File: config.mk
export PLATFORM = sky130hd
export DESIGN_NAME = pipe_reg_elastic
export DESIGN_NICKNAME = d
export VERILOG_FILES = /design/src/rtl/pipe_reg_elastic.sv
export SDC_FILE = /design/constraint.sdc
export NUM_CORES = 1
export LEC_CHECK = 0
export BUFFER_PORTS_ARGS = -buffer_cell sky130_fd_sc_hd__buf_2
export CORE_AREA = 5 5 193 120
export CTS_CLUSTER_SIZE = 16
export DETAILED_ROUTE_END_ITERATION = 10
export DIE_AREA = 0 0 198 125
export GPL_TIMING_DRIVEN = 0
export PLACE_DENSITY = 0.69
export SLEW_MARGIN = 20
export SYNTH_ARGS = -nofsm -noshare
export SYNTH_HDL_FRONTEND = slang
export SYNTH_SLANG_ARGS = --single-unit
File: constraint.sdc
create_clock -name clk -period 1.42 [get_ports clk]
set_input_delay 0.284 -clock clk [delete_from_list [all_inputs] [get_ports clk]]
set_output_delay 0.284 -clock clk [all_outputs]
set_load 0.01 [all_outputs]
File: src/rtl/pipe_reg_elastic.sv
// Elastic pipeline register with valid/ready handshake, synchronous flush
// and an optional 2-entry skid buffer that registers in_ready.
`default_nettype none

module pipe_reg_elastic #(
  parameter int DATA_W = 101,
  parameter bit SKID   = 1'b1
) (
  input  logic              clk,
  input  logic              reset,
  input  logic              flush,
  input  logic              in_valid,
  input  logic [DATA_W-1:0] in_data,
  output logic              in_ready,
  output logic              out_valid,
  output logic [DATA_W-1:0] out_data,
  input  logic              out_ready,
  output logic [1:0]        occupancy
);

  typedef enum logic [1:0] {
    EMPTY = 2'd0,
    ONE   = 2'd1,
    FULL  = 2'd2
  } state_t;

  state_t            state_q, state_d;
  logic [DATA_W-1:0] main_q, main_d;
  logic [DATA_W-1:0] skid_data;
  logic              in_fire;
  logic              out_fire;
  logic              skid_load;

  assign out_valid = (state_q != EMPTY);
  assign occupancy = state_q;
  assign out_data  = main_q;
  assign in_fire   = in_valid & in_ready & ~flush;
  assign out_fire  = out_valid & out_ready & ~flush;
  assign skid_load = (state_q == ONE) & in_fire & ~out_fire;

  generate
    if (SKID) begin : g_skid
      logic [DATA_W-1:0] skid_q;

      // in_ready is a pure function of the state flop, so no input reaches it.
      assign in_ready  = (state_q != FULL);
      assign skid_data = skid_q;

      always_ff @(posedge clk) begin
        if (reset || flush) begin
          skid_q <= '0;
        end else if (skid_load) begin
          skid_q <= in_data;
        end
      end
    end else begin : g_no_skid
      assign in_ready  = ~out_valid | out_ready;
      assign skid_data = '0;
    end
  endgenerate

  always_comb begin
    state_d = state_q;
    main_d  = main_q;
    if (flush) begin
      state_d = EMPTY;
      main_d  = '0;
    end else begin
      case (state_q)
        EMPTY: begin
          if (in_fire) begin
            main_d  = in_data;
            state_d = ONE;
          end
        end
        ONE: begin
          if (in_fire && out_fire) begin
            main_d = in_data;
          end else if (in_fire) begin
            state_d = FULL;
          end else if (out_fire) begin
            state_d = EMPTY;
          end
        end
        FULL: begin
          if (out_fire) begin
            main_d  = skid_data;
            state_d = ONE;
          end
        end
        default: state_d = EMPTY;
      endcase
    end
  end

  always_ff @(posedge clk) begin
    if (reset) begin
      state_q <= EMPTY;
      main_q  <= '0;
    end else begin
      state_q <= state_d;
      main_q  <= main_d;
    end
  end

endmodule

`default_nettype wire

==> results of run 1 <==
## synth_stat cells
cell	n
buf_6	1
buf_2	39
a211oi_1	135
clkbuf_1	73
o21ai_1	27
o21ai_0	74
o21bai_1	1
or3b_2	1
dfxtp_1	204
nand4bb_1	1
nor2b_1	1
and2_1	1
nand3b_1	101
buf_1	1
and4bb_1	1
or2_2	1
mux2i_1	101
and3b_1	1
nand2_1	2
a21oi_1	102
nand2b_1	2
buf_4	6
clkbuf_4	4
a21o_1	2
a211oi_2	68
or2_1	1
## cells in the final DEF (no fill, tap or decap), types with 6 or more instances in the layout
| master | n |
|---|---|
| buf_4 | 15 |
| a21oi_1 | 72 |
| clkbuf_1 | 29 |
| a21oi_2 | 30 |
| mux2i_4 | 6 |
| mux2i_2 | 28 |
| dfxtp_1 | 202 |
| buf_12 | 20 |
| mux2i_1 | 67 |
| clkbuf_8 | 10 |
| buf_8 | 16 |
| clkbuf_16 | 39 |
| a211oi_2 | 158 |
| buf_2 | 230 |
| o21ai_0 | 37 |
| clkbuf_2 | 7 |
| o21ai_1 | 59 |
| clkbuf_4 | 10 |
| a211oi_1 | 42 |
| buf_16 | 7 |
| nand3b_1 | 101 |
| buf_6 | 25 |
## through the flow
step                      total power, µW  util (%)  cells  cell area, µm²
after CTS                           14000      62.1   1523           13300
after floorplan                      6950         -    951            9400
final                               14100      64.8   1530           13900
after global placement               7550      50.4   1446           10800
after global routing                14600      64.8   1530           13900
after detailed placement             7570      50.4   1446           10800
## metal layers
layer	track usage (%)	up-vias	share of wire, %
met4	5.50	2	2.1
met5	0	-	0.020
li1	-	4192	-
met3	4.68	55	7.5
met1	39.8	4496	47
met2	36.6	381	43
## final timing paths
path         slack [ns]                              to
max reg2reg       -0.22       out_data[50]$_SDFFE_PP0P_
max               -0.24                        in_ready
min reg2reg        0.47  g_skid.skid_q[55]$_SDFFE_PP0P_
min                0.06       occupancy[1]$_SDFFE_PP0P_
## power by group
part,switching [µW],internal (µW),total (µW)
clock network,2350,3760,6110
registers,107,5870,5970
logic,1110,906,2020
## sequential cells by signal, indices dropped and copies added, names as in the netlist
name	flops
out_data	101
occupancy	2
g_skid.skid_q	101
## critical path, cell delays in order (launching register included)
cell,delay (ns)
dfxtp_4,0.36
nand2b_4,0.16
buf_12,0.14
buf_12,0.12
buf_6,0.11
## cells by family (layout without fill, tap and decap cells)
| logic type | count (synthesis) | after routing | share of synthesized area, % |
|---|---|---|---|
| mux | 101 | 101 | 10.8 |
| compound gates | 409 | 409 | 30.9 |
| buf+inv | 124 | 416 | 5.95 |
| other cells | 0 | 1 | 0 |
| flops | 204 | 204 | 43.4 |
| simple gates | 113 | 113 | 8.98 |
## layout make-up
class,instances,area share [%]
buffer,122,8.90
antenna,1,0.0180
clock buffer,29,4.43
tap,286,2.58
clock inverter,8,1.05
sequential,204,29.4
timing repair buffer,257,13.4
multi-input combinational,623,40.2
## repair_timing
item | 4_1_cts | 5_1_grt
gates cloned | 21 | 7
endpoints found under the setup margin | 204 | 207
resized for setup | 301 | 189
hold buffers | 0 | 0
setup buffers | 20 | 4
pin swaps | 95 | 33
==> flow_metrics.env, run 1 <==
export IMPL_status="finished with violations"
export IMPL_violations="setup timing"
export IMPL_portBuffers=209
export IMPL_clk_latency_ns=0.49
export IMPL_irDropWorstVdd_mv=0.762
export IMPL_root_buffer="clkbuf_16"
export IMPL_power_density_nw_per_um2=1020
export IMPL_die_w_um=198
export IMPL_yosysWarnings=0
export IMPL_fp_dieH_um=125
export IMPL_area_growth_pct=47.8
export IMPL_place_worst_setup_slack_ns=-0.484
export IMPL_fin_ws_ns=-0.237
export IMPL_p_leak_uw=0.00556
export IMPL_setup_violations=184
export IMPL_gp_congestion=0.797
export IMPL_synthCells=951
export IMPL_r2r_start="occupancy[0]$_SDFFE_PP0P_"
export IMPL_timing_setup_critical_path_class="flop to output port"
export IMPL_reg2reg_depth=8
export IMPL_cp_startpoint="occupancy[0]$_SDFFE_PP0P_"
export IMPL_track_usage_pct=25.5
export IMPL_die_area_um2=24800
export IMPL_grt_setup_unrepaired="true"
export IMPL_ant_nets=0
export IMPL_routed_wl_mm=34.5
export IMPL_hold_viol=0
export IMPL_whs_path_depth=2
export IMPL_max_cap_violations=0
export IMPL_dp_hpwl_mm=21.3
export IMPL_cts_buffers_inserted=21
export IMPL_critPathArrivalTime_ns=1.37
export IMPL_fillers=1706
export IMPL_slew_viol_final=0
export IMPL_skew_ns=0.00749
export IMPL_worstHoldStart="out_ready"
export IMPL_grt_antenna_before_repair=2
export IMPL_wl_per_cell_um=22.5
export IMPL_crit_required_ns=1.14
export IMPL_avgSynthCellArea_um2=9.89
export IMPL_worst_hold_slack_ns=0.0550
export IMPL_finalCriticalPeriod_ns=1.66
export IMPL_grt_max_degree=15
export IMPL_max_slew_margin_pct=46.6
export IMPL_endpoint_kind="output port"
export IMPL_cp_start_kind="flop"
export IMPL_ys_ff_latch=204
export IMPL_multi_input_area_um2=5590
export IMPL_nNetsFinal=1335
export IMPL_yosysSeqAreaShare_pct=43.4
export IMPL_fin_crit_sh_pct=117
export IMPL_remaining_drc_errors=0
export IMPL_cts_sinks=204
export IMPL_ys_types=26
export IMPL_htree_levels=1
export IMPL_rows=42
export IMPL_tns_ns=-20.84
export IMPL_yosysTopAreaCell="dfxtp_1"
export IMPL_vias=9126
export IMPL_netlist_top_cells_area="dfxtp_1 (43%), a211oi_1 (11%), mux2i_1 (11%)"
export IMPL_hp_class="primary input to flop"
export IMPL_crit_fanout=4
export IMPL_start_util_pct=43.8
export IMPL_syn_area_um2=9400
export IMPL_netlist_area_leader_share_pct=43.4
export IMPL_coreArea_um2=21400
export IMPL_clkTransAtPathRegs_ns=0.06
export IMPL_seq_area_um2=4090
export IMPL_drtPass1Iterations=5
export IMPL_grt_ovfl_total=0
export IMPL_timing_fmax_ghz=0.604
export IMPL_grt_pass1_wl_mm=51.3
export IMPL_worst_pin_slew_ns=0.802
export IMPL_final_layout_size_suffix_gt1_share_pct=50.4
export IMPL_clock_path_buffers=3
export IMPL_viasPerCell=5.96
export IMPL_first_global_vias=8753
export IMPL_syn_nets=1057
export IMPL_drtIter0Drc=785
export IMPL_ios=211
export IMPL_cts_tree="yes"
Note: power is estimated with default switching activity, not from simulation.
==> run 2: changes to the inputs <==
--- a/config.mk
+++ b/config.mk
@@ -12,6 +12,7 @@
 export DIE_AREA = 0 0 198 125
 export GPL_TIMING_DRIVEN = 0
 export PLACE_DENSITY = 0.69
+export REMOVE_ABC_BUFFERS = 1
 export SLEW_MARGIN = 20
 export SYNTH_ARGS = -nofsm -noshare
 export SYNTH_HDL_FRONTEND = slang
==> run 2 against run 1 <==
The run still ends with setup timing left; hold slack better by 0.013 ns; final cell count is 1.8% lower; clock power is 6.1% lower; utilization is 3.2 points higher; critical path depth is 4 higher; sequential power hardly changed; die area stayed put.
==> flow_metrics.env, run 2 (synthesized netlist as in run 1, its figures left out) <==
export IMPL_status="finished with violations"
export IMPL_violations="setup timing"
export IMPL_multi_input_area_um2=5720
export IMPL_grt_pass1_wl_mm=58.0
export IMPL_ios=211
export IMPL_cts_hold_buf=0
export IMPL_viasPerCell=6.32
export IMPL_worst_hold_slack_ns=0.0679
export IMPL_r2r_start="occupancy[0]$_SDFFE_PP0P_"
export IMPL_timing_fmax_ghz=0.573
export IMPL_htree_levels=1
export IMPL_worst_pin_slew_ns=0.581
export IMPL_nNetsFinal=1307
export IMPL_drtIter0Drc=813
export IMPL_fillers=1548
export IMPL_start_util_pct=43.8
export IMPL_rows=42
export IMPL_final_area_um2=14600
export IMPL_grt_setup_unrepaired="true"
export IMPL_dp_hpwl_mm=16.8
export IMPL_coreArea_um2=21400
export IMPL_cts_sinks=204
export IMPL_root_buffer="clkbuf_16"
export IMPL_cp_startpoint="occupancy[0]$_SDFFE_PP0P_"
export IMPL_max_slew_margin_pct=61.3
export IMPL_track_usage_pct=29.8
export IMPL_area_growth_pct=55.1
export IMPL_timing_setup_critical_path_class="flop to flop"
export IMPL_max_cap_violations=0
export IMPL_layout_common_cells="buf_2 (205), dfxtp_1 (202), a211oi_2 (123), nand3b_1 (101), mux2i_1 (96)"
export IMPL_fin_crit_sh_pct=123
export IMPL_ant_nets=0
export IMPL_cpMostUsedCell="buf_16"
export IMPL_crit_required_ns=1.84
export IMPL_gp_congestion=0.703
export IMPL_cp_slowest_cell="dfxtp_4"
export IMPL_endpoint_kind="flop"
export IMPL_final_layout_size_suffix_gt1_share_pct=51.9
export IMPL_hold_viol=0
export IMPL_grt_max_degree=107
export IMPL_power_density_nw_per_um2=959
export IMPL_crit_fanout=6
export IMPL_grt_antenna_before_repair=3
export IMPL_clock_path_buffers=3
export IMPL_remaining_drc_errors=0
export IMPL_setup_violations=206
export IMPL_portBuffers=210
export IMPL_hp_class="primary input to flop"
export IMPL_placed_area_um2=10800
export IMPL_fin_ws_ns=-0.327
export IMPL_worst_path_dominant_cell_family="buffers and inverters"
export IMPL_die_w_um=198
export IMPL_cts_buffers_inserted=21
export IMPL_cts_tree="yes"
export IMPL_tns_ns=-41.76
export IMPL_irDropWorstVdd_mv=0.808
export IMPL_worst_path_buf_inv=5
export IMPL_vias=9496
export IMPL_first_global_vias=9403
export IMPL_drtPass1Iterations=5
export IMPL_grt_ovfl_total=0
export IMPL_clkTransAtPathRegs_ns=0.07
export IMPL_worstHoldStart="in_data[27]"
export IMPL_finalCriticalPeriod_ns=1.75
export IMPL_cp_start_kind="flop"
export IMPL_skew_ns=0.0109
export IMPL_seq_area_um2=4090
export IMPL_wl_per_cell_um=26.8
export IMPL_final_common_cell="buf_2"
export IMPL_path_cells="and3b_4 > buf_16 > buf_16 > a21o_4 > buf_12 > buf_12 > buf_16 > a211oi_2"
export IMPL_die_area_um2=24800
export IMPL_max_stage_delay_ns=0.37
export IMPL_slew_viol_final=0
export IMPL_critPathArrivalTime_ns=2.16
export IMPL_routed_wl_mm=40.3
export IMPL_fp_dieH_um=125
export IMPL_clk_latency_ns=0.49
export IMPL_p_leak_uw=0.00600
run 2: changes by cell type in the layout (fill, tap and decap cells not counted), sizes merged, moves of 2 or more:
cell / before / now
clkbuf: 95 / 30
buf: 313 / 336
clkinv: 2 / 7
bufbuf: 0 / 3
a21o: 2 / 4
and4bb: 1 / 3
bufinv: 4 / 2
nand2b: 2 / 4
run 2: path summary, 6_finish.rpt:
check                                   end  slack (ns)  cells after the start
max               out_data[10]$_SDFFE_PP0P_       -0.33                      8
min          g_skid.skid_q[27]$_SDFFE_PP0P_        0.07                      3
max reg2reg       out_data[10]$_SDFFE_PP0P_       -0.33                      8
min reg2reg  g_skid.skid_q[65]$_SDFFE_PP0P_        0.46                      2
run 2: per-layer routing:
| metal | vias to the layer above | GRT usage, % | wire length, µm |
|---|---|---|---|
| li1 | 4172 | - | - |
| met4 | 6 | 8.66 | 1250 |
| met1 | 4724 | 40.3 | 17000 |
| met5 | - | 0 | 29 |
| met2 | 490 | 46.4 | 18100 |
| met3 | 104 | 8.77 | 3920 |
run 2: per-stage QoR:
step,utilization [%],setup WS [ns],std cells,power [µW]
6_report,68.0,-0.327,1502,14000
5_1_grt,68.0,-0.388,1501,14400
4_1_cts,65.4,-0.294,1495,13800
3_5_place_dp,50.5,-1.10,1344,7580
3_3_place_gp,47.8,-9.99,1323,7520
2_1_floorplan,-,-5.48,827,6890
run 2: cell type report:
cell class              count  share of cell area [%]
clock buffers              26                    4.01
repair buffers            343                    25.5
well taps                 286                    2.45
flip-flops and latches    204                    28.1
clock inverters            11                   0.755
diodes                      1                  0.0172
multi-input cells         631                    39.2
run 2: tightest hold or removal path: cells and delay by family:
family / cells / cell delay [ns]
simple gates: 1 / 0.07
buf+inv: 1 / 0.10
compound gates: 1 / 0.06
run 2: what timing repair did:
item                       CTS  global route
resized for setup          190           163
cloned                      50             4
pin swaps                   20            42
setup endpoints to repair  208           208
setup buffers               65            12
run 2: power by group:
group	switching [µW]	internal, µW	leakage [µW]	total [µW]
registers	90.5	5860	0.00166	5950
logic	1240	1050	0.00400	2290
clock network	2450	3290	0.000345	5740
